**config.mk**
```make
export PLATFORM = sky130hd
export DESIGN_NAME = rr_arbiter4
export DESIGN_NICKNAME = d
export VERILOG_FILES = /design/src/rtl/rr_arbiter4_pkg.sv /design/src/rtl/rr_priority_pick.sv /design/src/rtl/rr_arbiter4.sv
export SDC_FILE = /design/constraint.sdc
export NUM_CORES = 1
export LEC_CHECK = 0
export ABC_AREA = 1
export CAP_MARGIN = 0
export CELL_PAD_IN_SITES_DETAIL_PLACEMENT = 0
export CELL_PAD_IN_SITES_GLOBAL_PLACEMENT = 1
export CORE_UTILIZATION = 30
export DETAILED_ROUTE_END_ITERATION = 7
export MAX_ROUTING_LAYER = met4
export PLACE_DENSITY = 0.67
export SLEW_MARGIN = 30
export SYNTH_ARGS = -nofsm -noshare
export SYNTH_HDL_FRONTEND = slang
export SYNTH_HIERARCHICAL = 1
export SYNTH_SLANG_ARGS = --single-unit
```
**constraint.sdc**
```tcl
create_clock -name clk -period 8.2 [get_ports clk]
set_input_delay 0.82 -clock clk [delete_from_list [all_inputs] [get_ports clk]]
set_output_delay 0.82 -clock clk [all_outputs]
set_load 0.01 [all_outputs]
```
**src/rtl/rr_arbiter4_pkg.sv**
```systemverilog
// arb_pkg: shared sizing, state type and counter-width helper for rr_arbiter4
package arb_pkg;
    localparam int N = 4;
    localparam int IDX_W = 2;
    typedef enum logic {IDLE, GRANT} arb_state_t;
    function automatic int hold_w(input int max_hold);
        return (max_hold > 1) ? $clog2(max_hold) : 1;
    endfunction
endpackage

```
**src/rtl/rr_priority_pick.sv**
```systemverilog
// rr_priority_pick: first set candidate bit scanning upward from ptr, wrapping N-1 to 0
module rr_priority_pick import arb_pkg::*; (
    input  logic [N-1:0]     cand,
    input  logic [IDX_W-1:0] ptr,
    output logic [IDX_W-1:0] idx,
    output logic             any
);
    logic [N-1:0] rot;
    logic [IDX_W-1:0] idx_r;
    assign rot = N'({cand, cand} >> ptr);
    always_comb begin
        idx_r = '0;
        for (int i = N - 1; i >= 0; i--) idx_r = rot[i] ? IDX_W'(i) : idx_r;
    end
    assign idx = idx_r + ptr;
    assign any = |cand;
endmodule

```
**src/rtl/rr_arbiter4.sv**
```systemverilog
// rr_arbiter4: four-way round-robin arbiter, grant held while requested, tenure capped at MAX_HOLD
module rr_arbiter4 import arb_pkg::*; #(
    parameter int MAX_HOLD = 8
) (
    input  logic             clk,
    input  logic             rst_n,
    input  logic [N-1:0]     req,
    output logic [N-1:0]     grant,
    output logic [IDX_W-1:0] grant_idx,
    output logic             grant_valid,
    output logic             preempt
);
    localparam int HW = hold_w(MAX_HOLD);
    arb_state_t state;
    logic [IDX_W-1:0] ptr, pick_ptr, pick_idx, win;
    logic [HW-1:0] hold_cnt;
    logic [N-1:0] cand;
    logic owned, drop, expire, pick_any;
    assign owned = state == GRANT;
    assign drop = owned && !req[grant_idx];
    assign expire = owned && req[grant_idx] && hold_cnt == HW'(MAX_HOLD - 1);
    // on expiry others go first; the owner is regranted only when nobody else waits
    assign cand = expire ? req & ~grant : req;
    assign pick_ptr = owned ? grant_idx + IDX_W'(1) : ptr;
    assign win = pick_any ? pick_idx : grant_idx;
    rr_priority_pick u_pick (
        .cand(cand),
        .ptr (pick_ptr),
        .idx (pick_idx),
        .any (pick_any)
    );
    always_ff @(posedge clk or negedge rst_n) begin
        if (!rst_n) begin
            state       <= IDLE;
            ptr         <= '0;
            hold_cnt    <= '0;
            grant       <= '0;
            grant_idx   <= '0;
            grant_valid <= 1'b0;
            preempt     <= 1'b0;
        end else begin
            preempt <= expire;
            if (!owned || drop || expire) begin
                if (owned) ptr <= pick_ptr;
                hold_cnt <= '0;
                if (pick_any || expire) begin
                    state       <= GRANT;
                    grant_idx   <= win;
                    grant       <= N'(1) << win;
                    grant_valid <= 1'b1;
                end else begin
                    state       <= IDLE;
                    grant       <= '0;
                    grant_valid <= 1'b0;
                end
            end else begin
                hold_cnt <= hold_cnt + HW'(1);
            end
        end
    end
endmodule

```
; Yosys cells after proc, flatten, opt, wreduce, memory -nomap -nowiden
; Index checks and enable logic that the tools add are counted.
[word_totals]
register_bits = 13
out_inout_bits = 8
[op_classes]
add_sub_neg = 3
order_cmp = 1
eq_ne = 1
shifts = 2
n_mux = 12
bitwise_logic = 2
n_reduce_logical = 11
[ops]
columns = op, count
row1 = $mux 2, 6
row2 = $mux 4, 2
row3 = $shr 8x2->4, 1
row4 = $and 4x4->4, 1
row5 = $not 4->4, 1
row6 = $reduce_and 2->1, 2
row7 = $reduce_or 4->1, 1
row8 = $shl 1x2->4 const A, 1
row9 = $add 3x1->3 const B, 1
row10 = $eq 3x3->1 const B, 1
row11 = $logic_and 1x1->1, 3
row12 = $logic_or 1x1->1, 3
row13 = $lt 2x3->1 const B, 1
row14 = $mux 3, 1
row15 = $add 2x1->2 const B, 1
row16 = $add 2x2->2, 1
row17 = $bmux 1 s2, 1
row18 = $logic_not 1->1, 2
row19 = $mux 1, 2

; Depth between registers and ports, before layout
[logic_depth]
depth_word = 14
ltp_mapped = 24
depth_no_buf = 23

; Hierarchy
; Netlist, hierarchy kept.
[modules_own_cells]
columns = module, instances, cells_per_inst, area_each_um2, seq_area_each_um2
row1 = rr_arbiter4, 1, 90, 694.4, 325.3
row2 = rr_priority_pick, 1, 35, 167.7, 0.0

; Least setup slack after synthesis
; Ideal clock, no wire load.
[synth_timing]
path_kind = in2reg
from = in req[3]
to = reg grant[1]
arrival_time_ns = 2.944
path_slack_ns = 5.191
stages = 23
path_buffers = 0
path_cell_list = inv_1 nand2_1 nand3_1 nand2_2 nand3_1 inv_1 a21oi_1 nand2_1 nand3_1 nand2_1 nand3_1 a21boi_1 ha_1 xor2_1 inv_1 nand3_1 nand2_1 or2_1 o21ai_0 inv_2 nor2_1 nand3_1 nand2_1
[synth_via]
elab_chain_len = 14
elab_cells_between_ends = 21
classes_between = add/sub (1) / shift (2) / mux (9) / bitwise (1) / reduce/logical (8)
[synth_lines]
columns = element, line
row1 = start: declaration, rr_arbiter4.sv:7  ; input logic [N-1:0] req,
row2 = $bmux 1 s2 *, rr_arbiter4.sv:21  ; assign expire = owned && req[grant_idx] && hold_cnt == HW'(MAX_HOLD - 1);
row3 = $mux 1 (not written as such) *, rr_arbiter4.sv:21
row4 = $logic_and 1x1->1 * (2 in a row), rr_arbiter4.sv:21
row5 = named net expire, rr_arbiter4.sv:18  ; logic owned, drop, expire, pick_any;
row6 = $mux 4 *, rr_arbiter4.sv:23  ; assign cand = expire ? req & ~grant : req;
row7 = named net cand[1], rr_arbiter4.sv:17  ; logic [N-1:0] cand;
row8 = $shr 8x2->4 *, rr_priority_pick.sv:10  ; assign rot = N'({cand, cand} >> ptr);
row9 = $mux 2 (3 in a row), rr_priority_pick.sv:13  ; for (int i = N - 1; i >= 0; i--) idx_r = rot[i] ? IDX_W'(i) : idx_r;
row10 = $mux 2 *, rr_priority_pick.sv:13
row11 = $add 2x2->2 *, rr_priority_pick.sv:15  ; assign idx = idx_r + ptr;
row12 = named net pick_idx[1], rr_arbiter4.sv:15  ; logic [IDX_W-1:0] ptr, pick_ptr, pick_idx, win;
row13 = $mux 2 *, rr_arbiter4.sv:25  ; assign win = pick_any ? pick_idx : grant_idx;
row14 = $shl 1x2->4 *, rr_arbiter4.sv:49  ; grant <= N'(1) << win;
row15 = $mux 4 *, rr_arbiter4.sv:46  ; if (pick_any || expire) begin
row16 = end signal: assignment, rr_arbiter4.sv:49
row17 = end: declaration, rr_arbiter4.sv:8  ; output logic [N-1:0] grant,
; The timed path passes the listed nets; every way through them passes the cells marked *. The select of a mux whose other input is x is not followed.
; A chain may end at the register's enable or synchronous reset.

; Worst setup path in the final report
; Ends and elaborated chain as after synthesis.

==> qor.csv <==
metric,value,unit
root_buffer,clkbuf_4,
synth-xor-area-share,2.032,%
synth_edf_count,0,
slew_headroom,60.65,%
synth-simple-area-share,37.16,%
fin_crit,3.591,ns
synth_fa_ha_area_share,4.354,%
muxShareOfSynthArea,0,%
crit_required,8.42,ns
wl_per_cell,10.69,um
p_switching,243.7,uW
core,0.002734,mm2
synth_top_area_cell,dfrtp_1,
regToRegEndpoint,grant[1],
cp_top_family,simple AND/OR/NAND/NOR gates,
endpoint_kind,flip-flop,
max_stage_delay,0.45,ns
clk_pin_slew_worst_paths,0.08,ns
grt_use_total,13.09,%
share_seq_of_total_power,23.4,%
worst-slew-pin-transition,0.5885,ns
crit_buf_inv,5,
place_congestion,0.8382,
insertion_delay,0.27,ns
critical_path.max_fanout,5,
leakage,0.0005642,uW
avgViaCountPerCell,4.647,
dieArea,0.003092,mm2
cts_tree,yes,
max_cap_viol_count,0,
combPwrFrac,68.4,%
post-dp-hpwl,1.456,mm
cts.sinks,13,
setup_viol,0,
ctsHtreeMaxLevel,1,
finalCritPeriodShare,43.79,%
overflow,0,
postSynth.asyncResetShare,100.0,%
cts_buffer_depth,2,
hold_class,reg2reg,
holdPathEnd,hold_cnt[0],
die_w,55.61,um
nets,149,
power.density,469.9,mW/mm2
synth_seq_area_share,37.74,%
worst_setup_path_start_kind,primary input,
dr.pass1.iters,4,
worstReg2RegStart,grant_idx[0],
ir_drop,0.0001930,V
power.share.clock,8.2,%
cts_resized,0,
hold_viol,0,
synth-seq-cells,13,
fmax,0.2785,GHz
grt_first_pass_wirelength,3.125,mm
r2r_slack,5.04,ns
placementRows,19,
synth_compound_area_share,6.676,%
synth_top_family_by_area,simple AND/OR/NAND/NOR gates,
initial_core_util,31.53,%
num_antenna_cells,0,
cpMaxStageDelayCell,clkdlybuf4s50_1,
route.detailed.drc,0,
status,finished clean,
fin_tns_setup,0,ns
yosysMostFrequentCell,nand2_1,
setup_ws,4.609,ns
drive_gt1_share,9.353,%
syn-num-nets,134,
rsz0062_at_grt,no,
grt_pass1_vias,768,
io_buffer_count,13,
netlist_area,862.1,um2
post_cts_buffers,0,
final_max_slew_viol_count,0,
preCtsSetupSlack,4.317,ns
ant_nets,0,
antenna_found_initial,0,
cpMostUsedCell,nand3_1,
synth_ff_type,dfrtp_1,
p_sw_share,50.35,%
vias,790,
hold_start,hold_cnt[0],
ys_warn_count,6,
crit_path_cell_trace,clkdlybuf4s50_1 -> inv_1 -> nand2_1 -> nand3_1 -> nand2_2 -> nand3_1 -> inv_1 -> a21oi_1 -> nand2_1 -> nand3_1 -> nand2_1 -> nand3_1 -> a21boi_1 -> ha_1 -> xor2_1 -> inv_1 -> nand3_1 -> nand2_1 -> or2_1 -> o21ai_0 -> inv_2 -> nor2_1 -> nand3_1 -> nand2_1,
syn_avg_cell_area,6.897,um2
yosysTopAreaCellShare,37.74,%
grt_max_degree,14,
arrival,3.81,ns
synthTopCellsByArea,"dfrtp_1 38%, nand2_1 17%, nand3_1 12%, inv_1 5.7%, ha_1 4.4%",
area_growth,19.45,%
totalWireLength,1.817,mm
internal-power,240.3,uW
drtIter0Drc,20,
synthesis.instances,125,
die_y,55.61,um
reg2regPathDepth,23,
synth_common_cells,"38 x nand2_1, 21 x nand3_1, 13 x dfrtp_1, 13 x inv_1, 8 x nor2_1",
hold_path_depth,1,
skew,0.003648,ns
cts_buffers,3,
ys_types,19,
pin_count,14,
criticalPathCategory,in2reg,
cts-hold-fix-buffers,0,
fill_cells,284,
per-layer routing:
metal	track usage [%]	vias to the layer above	wire, um
met2	20.83	18	791
met5	-	-	0
met3	3.023	3	82
met1	16.96	349	926
li1	-	420	-
met4	3.214	0	17
worst max-delay path by stage:
stage / from / endpoint / slack [ns] / depth (start not counted)
3_5_place_dp: req[3] / grant[1] / 4.32 / 24
5_1_grt: req[2] / grant[1] / 4.29 / 24
4_1_cts: req[3] / grant[1] / 4.61 / 24
2_1_floorplan: req[3] / grant[1] / 5.19 / 23
6_report: req[3] / grant[1] / 4.61 / 24
3_3_place_gp: req[3] / grant[0] / 4.37 / 24
worst reg2reg max path, stage by stage (launching register included):
cell	delay, ns
dfrtp_1	0.52
inv_1	0.10
nand2_1	0.07
nand3_1	0.08
nand2_2	0.11
nand3_1	0.13
inv_1	0.19
a21oi_1	0.13
nand2_1	0.10
nand3_1	0.08
nand2_1	0.14
nand3_1	0.08
a21boi_1	0.13
ha_1	0.17
xor2_1	0.18
inv_1	0.06
nand3_1	0.08
nand2_1	0.06
or2_1	0.22
o21ai_0	0.15
inv_2	0.07
nor2_1	0.11
nand3_1	0.09
nand2_1	0.06
flip-flops by register name, summed over array words and instances, names as in the netlist:
signal	flops
grant	4
grant_idx	2
preempt	1
owned	1
ptr	2
hold_cnt	3
kinds of logic (layout without fill, tap and decap cells):
logic type                 after synthesis  count (layout)
buffers and inverters                   23              37
and+or+nand+nor                         73              73
xor gates and xnor gates                 2               2
adders and majority gates                3               3
DFF                                     13              13
AOI/OAI and AO/OA                       11              11
cells in the final DEF (no fill, tap or decap):
cell type,synthesis,routed
inv_1,13,13
nand2_2,2,2
o21ai_0,4,4
nor2_1,8,8
clkbuf_4,0,3
o21ai_1,1,1
or4_1,1,1
xor2_1,2,2
clkbuf_1,0,1
clkdlybuf4s50_1,0,13
dfrtp_1,13,13
ha_1,3,3
clkinv_2,1,1
a21boi_1,1,1
nand3_1,21,21
or2_1,2,2
nand2_1,38,38
inv_2,6,6
nand3_2,1,1
a21oi_1,5,5
per-stage QoR:
stage	cells	util (%)	area [um2]	hold WS, ns	total power, uW
after floorplan	125	-	862.1	0.4086	379.2
after global placement	166	36.70	1003	0.4220	446.8
after detailed placement	166	36.70	1003	0.4460	450.1
after CTS	170	37.67	1030	0.4566	491.0
after global routing	170	37.67	1030	0.4823	548.0
final	170	37.67	1030	0.4446	483.9
power groups by stage:
| stage | clock, uW | sequential (uW) | combinational [uW] |
|---|---|---|---|
| global route | 43.3 | 116 | 388 |
| CTS | 40.4 | 114 | 337 |
| finish | 39.5 | 113 | 331 |
| global placement | 0 | 115 | 332 |
| detailed placement | 0 | 114 | 336 |
| floorplan | 0 | 111 | 268 |
layout make-up:
| type | count | area [um2] | share of cell area [%] |
|---|---|---|---|
| clock buffer | 4 | 26.28 | 2.552 |
| timing repair buffer | 13 | 130.1 | 12.64 |
| inverter | 20 | 76.32 | 7.412 |
| tap | 31 | 38.79 | 3.767 |
| sequential | 13 | 325.3 | 31.59 |
| multi-input combinational | 89 | 432.9 | 42.04 |
Power figures use the tool's default switching activity.
